## config.mk

```make
export PLATFORM = sky130hd
export DESIGN_NAME = xor_sweep_ctrl
export DESIGN_NICKNAME = d
export VERILOG_FILES = /design/src/rtl/xor_sweep_ctrl.sv
export SDC_FILE = /design/constraint.sdc
export NUM_CORES = 1
export LEC_CHECK = 0
export ABC_AREA = 1
export BUFFER_PORTS_ARGS = -buffer_cell sky130_fd_sc_hd__buf_4
export CAP_MARGIN = 0
export CORE_MARGIN = 3
export CORE_UTILIZATION = 46
export CTS_CLUSTER_SIZE = 20
export DETAILED_ROUTE_END_ITERATION = 8
export GPL_TIMING_DRIVEN = 0
export PLACE_DENSITY_LB_ADDON = 0.25
export RECOVER_POWER = 25
export SETUP_SLACK_MARGIN = 0.05
export SYNTH_ARGS = -nofsm -noshare
export SYNTH_HDL_FRONTEND = slang
export SYNTH_SLANG_ARGS = --single-unit
```

## constraint.sdc

```tcl
create_clock -name clk -period 1.15 [get_ports clk]
set_clock_uncertainty 0.1 [all_clocks]
set_input_delay 0.0575 -clock clk [delete_from_list [all_inputs] [get_ports clk]]
set_output_delay 0.0575 -clock clk [all_outputs]
set_load 0.03 [all_outputs]
```

## src/rtl/xor_sweep_ctrl.sv

```systemverilog
// xor_sweep_ctrl: self-test sequencer that sweeps all 16 vectors through the 4-input XOR parity datapath
//   clk, rst_n             : rising-edge clock, async active-low reset (synchronously released)
//   start, abort           : begin a sweep from IDLE/DONE; cancel a running sweep (abort wins)
//   a_o..d_o               : registered stimulus, {d,c,b,a} = vec_idx
//   e_i, f_i, g_i          : datapath outputs under test
//   busy, done, pass       : SETTLE/CHECK, DONE, DONE with zero mismatches
//   err_cnt                : saturating count of mismatching vectors
//   first_fail_vec/_valid  : index of the first mismatching vector and its capture flag
//   vec_idx                : vector currently driven
module xor_sweep_ctrl #(
  parameter int HOLD_CYCLES = 4,
  parameter int ERR_W = 5
) (
  input  logic             clk,
  input  logic             rst_n,
  input  logic             start,
  input  logic             abort,
  output logic             a_o,
  output logic             b_o,
  output logic             c_o,
  output logic             d_o,
  input  logic             e_i,
  input  logic             f_i,
  input  logic             g_i,
  output logic             busy,
  output logic             done,
  output logic             pass,
  output logic [ERR_W-1:0] err_cnt,
  output logic [3:0]       first_fail_vec,
  output logic             first_fail_valid,
  output logic [3:0]       vec_idx
);
  localparam int HW = $clog2(HOLD_CYCLES + 1);
  typedef enum logic [1:0] {IDLE, SETTLE, CHECK, DONE} state_t;
  state_t state, state_n;
  logic [1:0] rst_sync;
  logic rst_q_n;
  logic [HW-1:0] hold, hold_n;
  logic [3:0] vec_n, ffv_n;
  logic [ERR_W-1:0] err_n;
  logic ffvld_n, mismatch, launch, clear;
  // reset asserts asynchronously but releases on a clock edge
  always_ff @(posedge clk or negedge rst_n)
    if (!rst_n) rst_sync <= '0;
    else rst_sync <= {rst_sync[0], 1'b1};
  assign rst_q_n = rst_sync[1];
  always_ff @(posedge clk or negedge rst_q_n)
    if (!rst_q_n) begin
      state <= IDLE;
      hold <= '0;
      vec_idx <= '0;
      err_cnt <= '0;
      first_fail_vec <= '0;
      first_fail_valid <= 1'b0;
    end else begin
      state <= state_n;
      hold <= hold_n;
      vec_idx <= vec_n;
      err_cnt <= err_n;
      first_fail_vec <= ffv_n;
      first_fail_valid <= ffvld_n;
    end
  // stimulus bits are the vector register itself, so they only move when vec_idx does
  assign {d_o, c_o, b_o, a_o} = vec_idx;
  assign busy = state == SETTLE || state == CHECK;
  assign done = state == DONE;
  assign pass = done && err_cnt == '0;
  assign mismatch = (e_i != (a_o ^ b_o)) || (f_i != (c_o ^ d_o)) || (g_i != ^vec_idx);
  assign launch = start && !abort && (state == IDLE || state == DONE);
  assign clear = abort && state != IDLE;
  always_comb begin
    state_n = state;
    hold_n = hold;
    vec_n = vec_idx;
    err_n = err_cnt;
    ffv_n = first_fail_vec;
    ffvld_n = first_fail_valid;
    if (launch || clear) begin
      state_n = launch ? SETTLE : IDLE;
      hold_n = '0;
      vec_n = '0;
      err_n = '0;
      ffv_n = '0;
      ffvld_n = 1'b0;
    end else if (state == SETTLE) begin
      hold_n = hold + 1'b1;
      state_n = hold == HW'(HOLD_CYCLES - 1) ? CHECK : SETTLE;
    end else if (state == CHECK) begin
      err_n = mismatch && !(&err_cnt) ? err_cnt + 1'b1 : err_cnt;
      ffv_n = mismatch && !first_fail_valid ? vec_idx : first_fail_vec;
      ffvld_n = first_fail_valid || mismatch;
      state_n = &vec_idx ? DONE : SETTLE;
      vec_n = &vec_idx ? vec_idx : vec_idx + 1'b1;
      hold_n = '0;
    end
  end
endmodule

```

After elaboration in Yosys (flattened, before gate mapping)
Index checks and enable logic that the tools add are counted.
Widths: inputs -> output; s select.
- bits in registers: 21
- bits in latches: 0
- bits in writable memories: 0
- ROM bits: 0
- input bits: 7
- output and inout port bits: 21
- word-level logic and storage cells: 74
- memories: 0
- add/sub/neg operators: 3
- $mul: 0
- div/mod/pow operators: 0
- order comparisons: 0
- eq/ne operators: 9
- shift operators: 0
- multiplexer cells: 24
- bitwise gates (word level): 2
- reductions and logical operators: 29
- operator list (cell ; count):
    $mux 4 ; 8
    $mux 5 ; 4
    $mux 2 ; 5
    $mux 3 ; 3
    $reduce_and 3->1 ; 3
    $reduce_bool 2->1 ; 4
    $logic_and 1x1->1 ; 6
    $logic_or 1x1->1 ; 6
    $add 5x1->5 const B ; 1
    $logic_not 5->1 ; 1
    $reduce_and 5->1 ; 1
    $add 4x1->4 const B ; 1
    $eq 2x2->1 const B ; 2
    $mux 1 ; 4
    $ne 2x2->1 const B ; 2
    $reduce_and 4->1 ; 1
    $reduce_xor 4->1 ; 1
    $add 3x1->3 const B ; 1
    $eq 3x2->1 const B ; 1
    $logic_not 1->1 ; 3
    $ne 1x1->1 ; 3
    $reduce_bool 3->1 ; 1
    $eq 2x1->1 const B ; 1
    $logic_not 2->1 ; 1
    2 further kinds ; 3

Longest topological paths before layout
Gate-level depths: netlist (run 1).
- depth in word-level cells: 9
- gate-level depth with buffers: 10
- mapped depth without buffers: 10

Worst setup path after synthesis (run 1)
Ideal clock, no wire load.
- path type: flip-flop to flip-flop
- from: register vec_idx[2]
- to: register err_cnt[0]
- library setup time: 0.118 ns
- arrival: 1.539 ns
- required time: 0.932 ns
- path slack: -0.606 ns
- cell stages (with the launch flop): 8
- buffers on the path: 0
- period minus slack after synthesis: 1.756 ns
- cells stage by stage: dfrtp_1 -> ha_1 -> xnor2_1 -> nand3_4 -> nand3_4 -> nand2_4 -> nand2_1 -> nand2_1
- word-level cells in the longest chain between the ends: 7
- elaborated cells between the ends (all ways): 9
- ends and longest elaborated chain (element ; RTL line ; text):
    start, declared ; 31 ; output logic [3:0] vec_idx
    start signal, assigned ; 58 ; vec_idx <= vec_n;
    $xor 1x1->1 ; 68 ; assign mismatch = (e_i != (a_o ^ b_o)) || (f_i != (c_o ^ d_o)) || (g_i != ^vec_idx);
    $ne 1x1->1 ; 68 ;
    $logic_or 1x1->1 ; 68 ;
    $logic_or 1x1->1 * ; 68 ;
    $logic_and 1x1->1 * ; 89 ; err_n = mismatch && !(&err_cnt) ? err_cnt + 1'b1 : err_cnt;
    $reduce_bool 2->1 (no line) * ; - ;
    $reduce_and 3->1 (no line) * ; - ;
    end signal, assigned ; 59 ; err_cnt <= err_n;
    end, declared ; 28 ; output logic [ERR_W-1:0] err_cnt,
Mark *: on every way between the ends. The rest lies on a longest branch, timed or not.
A chain may end at the register's enable or synchronous reset.

Worst setup path after layout (run 1)
- from: register state[0]
- to: register err_cnt[0]
- word-level cells in the longest chain between the ends: 6
- elaborated cells between the ends (all ways): 14
- ends and longest elaborated chain (element ; RTL line ; text):
    start, declared ; 35 ; state_t state, state_n;
    start signal, assigned ; 56 ; state <= state_n;
    $eq 2x2->1 / $logic_not 2->1 (equally long branches) ; 69 ; assign launch = start && !abort && (state == IDLE || state == DONE);
    $logic_or 1x1->1 ; 69 ;
    $logic_and 1x1->1 ; 69 ;
    $logic_or 1x1->1 ; 78 ; if (launch || clear) begin
    $ne 2x2->1 (no line) / $reduce_bool 2->1 (equally long branches) ; - ;
    $reduce_and 3->1 (no line) ; - ;
Several ways; a longest one is shown, not always the timed one.

==> metrics.yaml, run 1 <==
rrSetupSlack_ns: -0.47
utilization_pct: 74.5
row_count: 19
yosysTopAreaCell: "dfrtp_1"
timing.slew.headroom_pct: 47.4
irDropWorstVdd_v: 0.00155
firstDrtPassIters: 4
cp.required_ns: 1.27
pre_cts_ws_ns: -0.512
seqCellArea_um2: 537
fmax_ghz: 0.618
multi_input_area_um2: 815
synth_cell_type_count: 27
worstPathCellList: "inv_2 -> ha_4 -> inv_2 -> nand3_4 -> nand2_8 -> clkinv_8 -> clkbuf_16 -> nand3_1 -> nand2_1"
wl_per_cell_um: 13.4
cp_max_fo: 5
cts_max_level: 1
fin_nets: 228
synth_top_cell_area_share_pct: 38.9
period_needed_ns: 1.62
crit_path_start_kind: "register"
ctsHoldBuffers: 2
yosys_warnings: 0
holdCritPathClass: "input port to register"
clock_sinks: 21
die_area_um2: 3620
vias: 1201
hpwl_mm: 2.14
cap_violations: 0
portBuffers: 27
fin_crit_sh_pct: 141
arrival_ns: 1.74
via_per_inst: 5.00
cp_slowest_cell: "dfrtp_2"
postRouteWirelength_mm: 3.22
io_pins: 28
start_util_pct: 48.5
violations: "negative hold slack, negative setup slack"
synth_area_um2: 1350
syn_inst: 156
cts_root_buf: "clkbuf_4"
worst_slew_pin_slew_ns: 0.789
grt_pass1_vias: 1145
worst-setup-path-type: "register to register"
final_cell_mix: "25 x nand2_1, 25 x buf_6, 24 x buf_4"
drive_gt1_share_pct: 54.5
core_um2: 2780
syn_to_final_growth_pct: 53.5
avgSynthCellArea_um2: 8.65
grt_start_max_net_pins: 20
crit_path_end_kind: "register"
syn_nets: 174
drtAntennaViolNets: 0
route.detailed.drc: 0
antenna_found_initial: 0
gr-usage-all-layers_pct: 17.7
ys_ff_latch: 21
setup_viol: 31
drtIter0Drc: 28
clock_latency_ns: 0.32
clk_path_buf_depth: 2
place.gp.congestion: 0.790
cpMostUsedCell: "inv_2"
power_density_nw_per_um2: 1980
cpPeakStageDelay_ns: 0.46
die_w_um: 60.2
fill_cells: 188
finalPower_uw: 4110
synthTopCellsByArea: "dfrtp_1 39%, ha_1 10%, nand2_1 8.9%"
cts_made_buffers: 3
dpl-instance-area_um2: 1670
holdWs_ns: -0.0122
report.final.slew_viol_count: 0
status: "finished with violations"
finalHoldViolCount: 1
seq_area_frac_synth_pct: 38.9
rsz0062_at_grt: "yes"
overflow: 0
path_buf_inv: 4
setup_ws_ns: -0.468
critical_path.top_delay_family: "flip-flops"
antennaDiodeCount: 0
die_h_um: 60.2
leakagePower_uw: 0.00100
clk_pin_slew_ns: 0.13
cts_tree: "done"
final_area_um2: 2070
grt_pass1_wl_mm: 4.87
power by group:
part | internal (µW) | total [µW] | switching (µW)
registers | 906 | 1070 | 167
clock network | 130 | 381 | 251
logic | 1170 | 2650 | 1490
cells in the mapped netlist:
cell type	count
a21oi_1	4
a21oi_2	1
buf_4	4
buf_6	2
conb_1	1
dfrtp_1	21
ha_1	11
inv_1	21
inv_2	3
inv_6	1
mux2i_1	1
nand2_1	32
nand2_2	3
nand2_4	3
nand3_1	12
nand3_2	2
nand3_4	4
nor2_1	14
nor2_2	1
nor3_2	1
nor3b_1	2
o211ai_4	1
o21ai_1	7
o22ai_1	1
or2_1	1
xnor2_1	1
xor2_1	1
worst reg2reg max path, delay by kind of cell, from the launching register on:
family / cells / cell delay, ns
flip-flops: 1 / 0.46
adder cells (fa/ha/maj): 1 / 0.20
AND/OR/NAND/NOR: 4 / 0.37
buffers and inverters: 4 / 0.39
metal layers:
metal | wire, µm | part of all wire [%] | track usage (%) | up-vias
met2 | 1720 | 53 | 31.6 | 28
met4 | 29 | 0.90 | 5.38 | 0
li1 | - | - | - | 594
met5 | 0 | 0 | 0 | -
met1 | 1330 | 41 | 21.1 | 575
met3 | 149 | 4.6 | 3.46 | 4
logic make-up (layout without fill, tap and decap cells):
family	after synthesis	in the layout	synth area share (%)
buf+inv	31	84	11.2
xor+xnor	2	2	1.30
mux	1	1	0.741
fa+ha+maj	11	11	10.2
other cells	1	1	0.278
compound gates	14	14	6.77
flops	21	21	38.9
simple gates	75	75	30.6
state kept, by name, indices dropped and copies added, names as in the netlist:
register	flops
hold	3
err_cnt	5
state	2
first_fail_valid	1
first_fail_vec	4
vec_idx	4
rst_sync	2
cell type report:
type                    instances  area share, %
well taps                      31           1.87
clock buffers                   3           1.09
plain buffers                   6           3.62
repair inverters                1          0.423
flip-flops and latches         21           25.9
inverters                      25           5.25
repair buffers                 48           22.3
multi-input cells             104           39.3
clock inverters                 1          0.242
per-stage QoR:
stage	instances	setup TNS, ns
5_1_grt	240	-12.01
3_3_place_gp	214	-7.54
3_5_place_dp	214	-8.46
2_1_floorplan	156	-7.40
6_report	240	-10.11
4_1_cts	228	-9.81
path summary, 6_finish.rpt:
kind / start / to / cells past startpoint
worst max-delay path: state[0]$_DFFE_PN0P_ / err_cnt[0]$_DFFE_PN0P_ / 9
worst min-delay path: start / state[0]$_DFFE_PN0P_ / 3
worst max register to register: state[0]$_DFFE_PN0P_ / err_cnt[0]$_DFFE_PN0P_ / 9
worst min register to register: rst_sync[1]$_DFF_PN0_ / first_fail_valid$_DFFE_PN0P_ / 0
min in group asynchronous: rst_sync[1]$_DFF_PN0_ / first_fail_valid$_DFFE_PN0P_ / 0
max in group asynchronous: rst_sync[1]$_DFF_PN0_ / err_cnt[0]$_DFFE_PN0P_ / 0
what timing repair did:
item                                    in CTS  in global routing
hold endpoints to repair                     3                  1
cloned                                       0                  2
pin swaps                                    5                  4
gates resized for setup                     32                 24
setup buffers                                8                 11
endpoints found under the setup margin      34                 42
Power figures use the tool's default switching activity.
==> run 2, diff against run 1 <==
--- a/config.mk
+++ b/config.mk
@@ -9,7 +9,7 @@
 export BUFFER_PORTS_ARGS = -buffer_cell sky130_fd_sc_hd__buf_4
 export CAP_MARGIN = 0
 export CORE_MARGIN = 3
-export CORE_UTILIZATION = 46
+export CORE_UTILIZATION = 54
 export CTS_CLUSTER_SIZE = 20
 export DETAILED_ROUTE_END_ITERATION = 8
 export GPL_TIMING_DRIVEN = 0
==> run 2 against run 1 <==
Effect of this change: the run still ends with negative hold slack, negative setup slack left; non-clock buffer count increased by 4; worst hold slack got worse by 0.014 ns; cell count unchanged; utilization up 21 points; largest cell class unchanged; largest power group unchanged; highest routed layer unchanged.
==> metrics.yaml, run 2 (synthesis results as in run 1) <==
status: "finished with violations"  # unchanged
violations: "negative hold slack, negative setup slack"  # unchanged
combinationalPowerShare_pct: 70.6  # was 64.6%
antennaDiodeCount: 0  # unchanged
antenna_found_initial: 0  # unchanged
cap_violations: 0  # unchanged
start_util_pct: 58.8  # was 48.5%
dpl-instance-area_um2: 1660  # was 1670 µm²
timing.slew.headroom_pct: 45.3  # was 47.4%
vias: 1491  # was 1201
setup_viol: 33  # was 31
arrival_ns: 1.98  # was 1.74 ns
period_needed_ns: 1.87  # was 1.62 ns
cpPeakStageDelay_ns: 0.44  # was 0.46 ns
worst-setup-path-type: "register to register"  # unchanged
grt_pass1_vias: 1394  # was 1145
irDropWorstVdd_v: 0.00170  # was 0.00155 V
firstDrtPassIters: 5  # was 4
cp.depth: 8  # was 9
setup_ws_ns: -0.720  # was -0.468 ns
fill_cells: 59  # was 188
drive_gt1_share_pct: 58.0  # was 54.5%
rsz0062_at_grt: "yes"  # unchanged
path_buf_inv: 3  # was 4
clock_sinks: 21  # unchanged
fin_cells: 240  # unchanged
die_area_um2: 3140  # was 3620 µm²
holdCritPathClass: "input port to register"  # unchanged
worst_slew_pin_slew_ns: 0.820  # was 0.789 ns
worstRegToRegCells: 8  # was 9
worstPathCellList: "inv_2 -> buf_4 -> ha_4 -> inv_4 -> o211ai_4 -> nand3_4 -> nand3_1 -> nand2_1"  # was inv_2 -> ha_4 -> inv_2 -> nand3_4 -> nand2_8 -> clkinv_8 -> clkbuf_16 -> nand3_1 -> nand2_1
cp.required_ns: 1.26  # was 1.27 ns
reg.largest.list: "err_cnt (5), first_fail_vec (4), vec_idx (4)"  # unchanged
hpwl_mm: 2.25  # was 2.14 mm
utilization_pct: 95.4  # was 74.5%
setup-tns-final_ns: -13.30  # was -10.11 ns
die_w_um: 56  # was 60.2 µm
final_area_um2: 2190  # was 2070 µm²
fmax_ghz: 0.535  # was 0.618 GHz
wl_per_cell_um: 23.3  # was 13.4 µm
gr-usage-all-layers_pct: 26.4  # was 17.7%
cts_tree: "done"  # unchanged
drtAntennaViolNets: 0  # unchanged
cts_made_buffers: 3  # unchanged
fin_nets: 231  # was 228
layout_commonest_cell: "buf_6"
switching_share_pct: 48.7  # was 46.4%
cp_max_fo: 7  # was 5
report.final.slew_viol_count: 0  # unchanged
core_um2: 2300  # was 2780 µm²
grt_pass1_wl_mm: 6.38  # was 4.87 mm
clock_latency_ns: 0.32  # about the same
overflow: 0  # unchanged
drtIter0Drc: 139  # was 28
io_pins: 28  # unchanged
postRouteWirelength_mm: 5.60  # was 3.22 mm
cp_slowest_cell: "dfrtp_1"  # was dfrtp_2
ctsHoldBuffers: 2  # unchanged
largest_reg_flops: 5  # unchanged
internal-power_uw: 2570  # was 2200 µW
finalHoldViolCount: 1  # unchanged
crit_path_end_kind: "register"  # unchanged
row_count: 17  # was 19
netSwitchingPower_uw: 2440  # was 1900 µW
regMostFlops: "err_cnt"  # unchanged
crit_path_start_kind: "register"  # unchanged
dp.cells: 211  # was 214
cts_max_level: 1  # unchanged
syn_to_final_growth_pct: 62.4  # was 53.5%
route.detailed.drc: 0  # unchanged
critical_path.top_delay_family: "simple AND/OR/NAND/NOR gates"  # was flip-flops
die_h_um: 56  # was 60.2 µm
holdPathStages: 3  # unchanged
via_per_inst: 6.21  # was 5.00
power_density_nw_per_um2: 2290  # was 1980 nW/µm²
fin_crit_sh_pct: 163  # was 141%
clk_pin_slew_ns: 0.14  # was 0.13 ns
clk_path_buf_depth: 2  # unchanged
portBuffers: 27  # unchanged
leakagePower_uw: 0.00105  # was 0.00100 µW
final_cell_mix: "27 x buf_6, 24 x buf_4, 21 x nand2_1"  # was 25 x nand2_1, 25 x buf_6, 24 x buf_4
sequentialPowerShare_pct: 21.5  # was 26.1%
clkPwrFrac_pct: 7.9  # was 9.3%
grt_start_max_net_pins: 20  # unchanged
holdWs_ns: -0.0264  # was -0.0122 ns
place.gp.congestion: 0.772  # was 0.790
cts_root_buf: "clkbuf_4"  # unchanged
[run 2: per-layer routing]
metal / global-route usage, % / vias to the layer above / part of all wire (%)
met4: 12.5 / 0 / 6.3
li1: - / 601 / -
met1: 29.5 / 705 / 35
met5: 0 / - / 0
met2: 48.7 / 146 / 50
met3: 3.25 / 39 / 8.7
[run 2: path summary, 6_finish.rpt]
kind | from | to | slack [ns]
worst max-delay path | state[0]$_DFFE_PN0P_ | err_cnt[4]$_DFFE_PN0P_ | -0.72
worst min-delay path | start | state[0]$_DFFE_PN0P_ | -0.03
worst max register to register | state[0]$_DFFE_PN0P_ | err_cnt[4]$_DFFE_PN0P_ | -0.72
worst min register to register | rst_sync[1]$_DFF_PN0_ | first_fail_vec[2]$_DFFE_PN0P_ | 0.25
max in group asynchronous | rst_sync[1]$_DFF_PN0_ | err_cnt[1]$_DFFE_PN0P_ | 0.15
min in group asynchronous | rst_sync[1]$_DFF_PN0_ | first_fail_vec[2]$_DFFE_PN0P_ | 0.25
[run 2: repair_timing]
action,CTS,global route
cloned,1,0
setup buffers,17,7
endpoints found under the hold margin,3,1
setup endpoints to repair,33,41
pin swaps,8,16
resized for setup,36,36
[run 2: metrics by stage]
stage | setup WS [ns] | hold slack, ns | power, µW
floorplan | -0.443 | -0.338 | 2590
finish | -0.720 | -0.0264 | 5010
global route | -0.737 | 0.00652 | 5160
global placement | -0.437 | -0.260 | 2960
detailed placement | -0.475 | -0.259 | 3070
CTS | -0.472 | -0.0364 | 4090
[run 2: worst min-delay path, stage by stage]
cell and delay [ns]:
buf_4 0.12, nand3_4 0.11, a21oi_1 0.08
[run 2: power by group through the flow]
stage | clock network (µW) | registers, µW | logic (µW)
global route | 404 | 1090 | 3670
global placement | 0 | 1070 | 1890
finish | 396 | 1080 | 3540
floorplan | 0 | 1210 | 1380
detailed placement | 0 | 1090 | 1980
CTS | 378 | 1040 | 2680
[run 2: area by class of cell]
cell class | count | area [µm²] | share of cell area (%)
clock buffer | 3 | 22.5 | 1.03
clock inverter | 1 | 5.00 | 0.228
inverter | 25 | 106 | 4.85
sequential | 21 | 533 | 24.3
buffer | 6 | 75.1 | 3.42
timing repair buffer | 52 | 514 | 23.5
tap | 28 | 35.0 | 1.60
multi-input combinational | 104 | 901 | 41.1
==> run 3, diff against run 2 <==
--- a/config.mk
+++ b/config.mk
@@ -9,7 +9,7 @@
 export BUFFER_PORTS_ARGS = -buffer_cell sky130_fd_sc_hd__buf_4
 export CAP_MARGIN = 0
 export CORE_MARGIN = 3
-export CORE_UTILIZATION = 54
+export CORE_UTILIZATION = 25
 export CTS_CLUSTER_SIZE = 20
 export DETAILED_ROUTE_END_ITERATION = 8
 export GPL_TIMING_DRIVEN = 0
==> constraint.sdc (replaced) <==
create_clock -name clk -period 1.79 [get_ports clk]
set_clock_uncertainty 0.1 [all_clocks]
set_input_delay 0.0895 -clock clk [delete_from_list [all_inputs] [get_ports clk]]
set_output_delay 0.0895 -clock clk [all_outputs]
set_load 0.03 [all_outputs]
==> run 3 against run 2 <==
Effect of this change: the run now ends clean; global-route usage decreased by 17 points; fmax increased by 15%; cell count increased by 10%; power decreased by 55%; clock power decreased by 20%; wire length decreased by 49%; worst hold slack improved by 0.065 ns; critical path depth decreased by 1; register-to-register slack improved by 0.88 ns; largest cell class unchanged; largest power group unchanged.
==> metrics.yaml, run 3 (synthesis results as in run 1) <==
leakagePower_uw: 0.000873  # was 0.00105 µW
cts_made_buffers: 3  # unchanged
power_density_nw_per_um2: 1280  # was 2290 nW/µm²
firstDrtPassIters: 4  # was 5
largest_reg_flops: 5  # unchanged
fmax_ghz: 0.613  # was 0.535 GHz
hpwl_mm: 2.17  # was 2.25 mm
portBuffers: 27  # unchanged
finalHoldViolCount: 0  # was 1
postRouteWirelength_mm: 2.83  # was 5.60 mm
die_h_um: 79.5  # was 56 µm
drtAntennaViolNets: 0  # unchanged
antenna_found_initial: 0  # unchanged
holdCritPathClass: "input port to asynchronous set/reset pin"  # was input port to register
overflow: 0  # unchanged
grt_pass1_vias: 1091  # was 1394
vias: 1087  # was 1491
cts_root_buf: "clkbuf_8"  # was clkbuf_4
report.final.slew_viol_count: 0  # unchanged
pre_cts_ws_ns: 0.0465  # was -0.475 ns
core_um2: 5170  # was 2300 µm²
fin_crit_sh_pct: 91.1  # was 163%
arrival_ns: 1.73  # was 1.98 ns
die_w_um: 79.5  # was 56 µm
clk_path_buf_depth: 2  # unchanged
row_count: 26  # was 17
cp.required_ns: 1.89  # was 1.26 ns
crit_path_start_kind: "register"  # unchanged
grt_pass1_wl_mm: 4.93  # was 6.38 mm
rsz0062_at_grt: "no"  # was yes
io_pins: 28  # unchanged
setup-tns-final_ns: 0  # was -13.30 ns
grt_start_max_net_pins: 20  # unchanged
worst_slew_pin_slew_ns: 0.809  # was 0.820 ns
timing.slew.headroom_pct: 46.1  # was 45.3%
die_area_um2: 6320  # was 3140 µm²
via_per_inst: 4.12  # was 6.21
cap_violations: 0  # unchanged
regMostFlops: "err_cnt"  # unchanged
drtIter0Drc: 38  # was 139
rrSetupSlack_ns: 0.16  # was -0.72 ns
status: "completed"  # was finished with violations
layout_commonest_cell: "nand2_1"  # was buf_6
gr-usage-all-layers_pct: 9.82  # was 26.4%
clk_pin_slew_ns: 0.08  # was 0.14 ns
place.gp.congestion: 0.764  # was 0.772
wl_per_cell_um: 10.7  # was 23.3 µm
worstRegToRegCells: 7  # was 8
cts_max_level: 1  # unchanged
drive_gt1_share_pct: 33.0  # was 58.0%
setup_ws_ns: 0.159  # was -0.720 ns
setup_viol: 0  # was 33
clock_sinks: 21  # unchanged
clock_latency_ns: 0.26  # was 0.32 ns
route.detailed.drc: 0  # unchanged
worst-setup-path-type: "register to register"  # unchanged
irDropWorstVdd_v: 0.000456  # was 0.00170 V
cts_tree: "done"  # unchanged
holdWs_ns: 0.0383  # was -0.0264 ns
start_util_pct: 26.1  # was 58.8%
crit_path_end_kind: "register"  # unchanged
syn_to_final_growth_pct: 30.6  # was 62.4%
cp_max_fo: 7  # unchanged
fin_nets: 213  # was 231
period_needed_ns: 1.63  # was 1.87 ns
final_cell_mix: "32 x nand2_1, 30 x buf_4, 19 x inv_1"  # was 27 x buf_6, 24 x buf_4, 21 x nand2_1
antennaDiodeCount: 0  # unchanged
reg.largest.list: "err_cnt (5), first_fail_vec (4), vec_idx (4)"  # unchanged
[run 3: changes by cell type in the layout (fill, tap and decap cells not counted), moves of 5 or more]
cell,delta
buf_6,-25
nand2_1,+11
nand2_2,-8
buf_4,+6
ha_4,-5
clkbuf_1,+8
[run 3: metrics by stage]
step	utilization (%)	area, µm²	total power (µW)	cells
floorplan	-	1350	1590	156
global placement	31.8	1640	1880	253
detailed placement	31.8	1640	1890	253
CTS	33.1	1710	2230	259
global route	34.1	1760	2460	264
finish	34.1	1760	2250	264
[run 3: area by class of cell]
class / count / area, µm²
Clock buffer: 4 / 45.0
Multi-Input combinational cell: 104 / 716
Timing Repair Buffer: 34 / 231
Inverter: 25 / 101
Fill cell: 562 / 3410
Sequential cell: 21 / 529
Buffer: 6 / 52.6
Tap cell: 70 / 87.6
[run 3: power by group]
| part | internal (µW) | total [µW] | switching, µW |
|---|---|---|---|
| Clock | 158 | 315 | 157 |
| Combinational | 481 | 1270 | 788 |
| Sequential | 574 | 667 | 93.1 |
[run 3: repair_timing]
item,4_1_cts,5_1_grt
pin swaps,0,2
cloned,0,0
hold endpoints to repair,2,0
resized for setup,1,8
buffers inserted,1,5
hold buffers,1,0
endpoints found under the setup margin,6,17
[run 3: final timing paths]
kind,start,to
max in group asynchronous,rst_sync[1]$_DFF_PN0_,vec_idx[3]$_DFFE_PN0P_
setup / recovery,state[0]$_DFFE_PN0P_,err_cnt[4]$_DFFE_PN0P_
min in group clk,start,state[0]$_DFFE_PN0P_
hold reg to reg,rst_sync[1]$_DFF_PN0_,hold[2]$_DFFE_PN0P_
hold / removal,rst_n,rst_sync[0]$_DFF_PN0_
setup reg to reg,state[0]$_DFFE_PN0P_,err_cnt[4]$_DFFE_PN0P_
[run 3: critical path: stages (launching register included)]
cell and delay, ns:
dfrtp_1 0.40, buf_4 0.15, ha_1 0.27, o211ai_4 0.29, nand3_4 0.16, nand2_4 0.09
nand2_1 0.06, nand2_1 0.05
[run 3: layer usage]
layer / share of wire (%) / track usage, % / vias up
met5: 0 / 0 / -
met4: 0.28 / 2.06 / 0
met3: 4.5 / 2.37 / 2
met2: 47 / 16.5 / 19
met1: 49 / 12.7 / 500
li1: - / - / 566
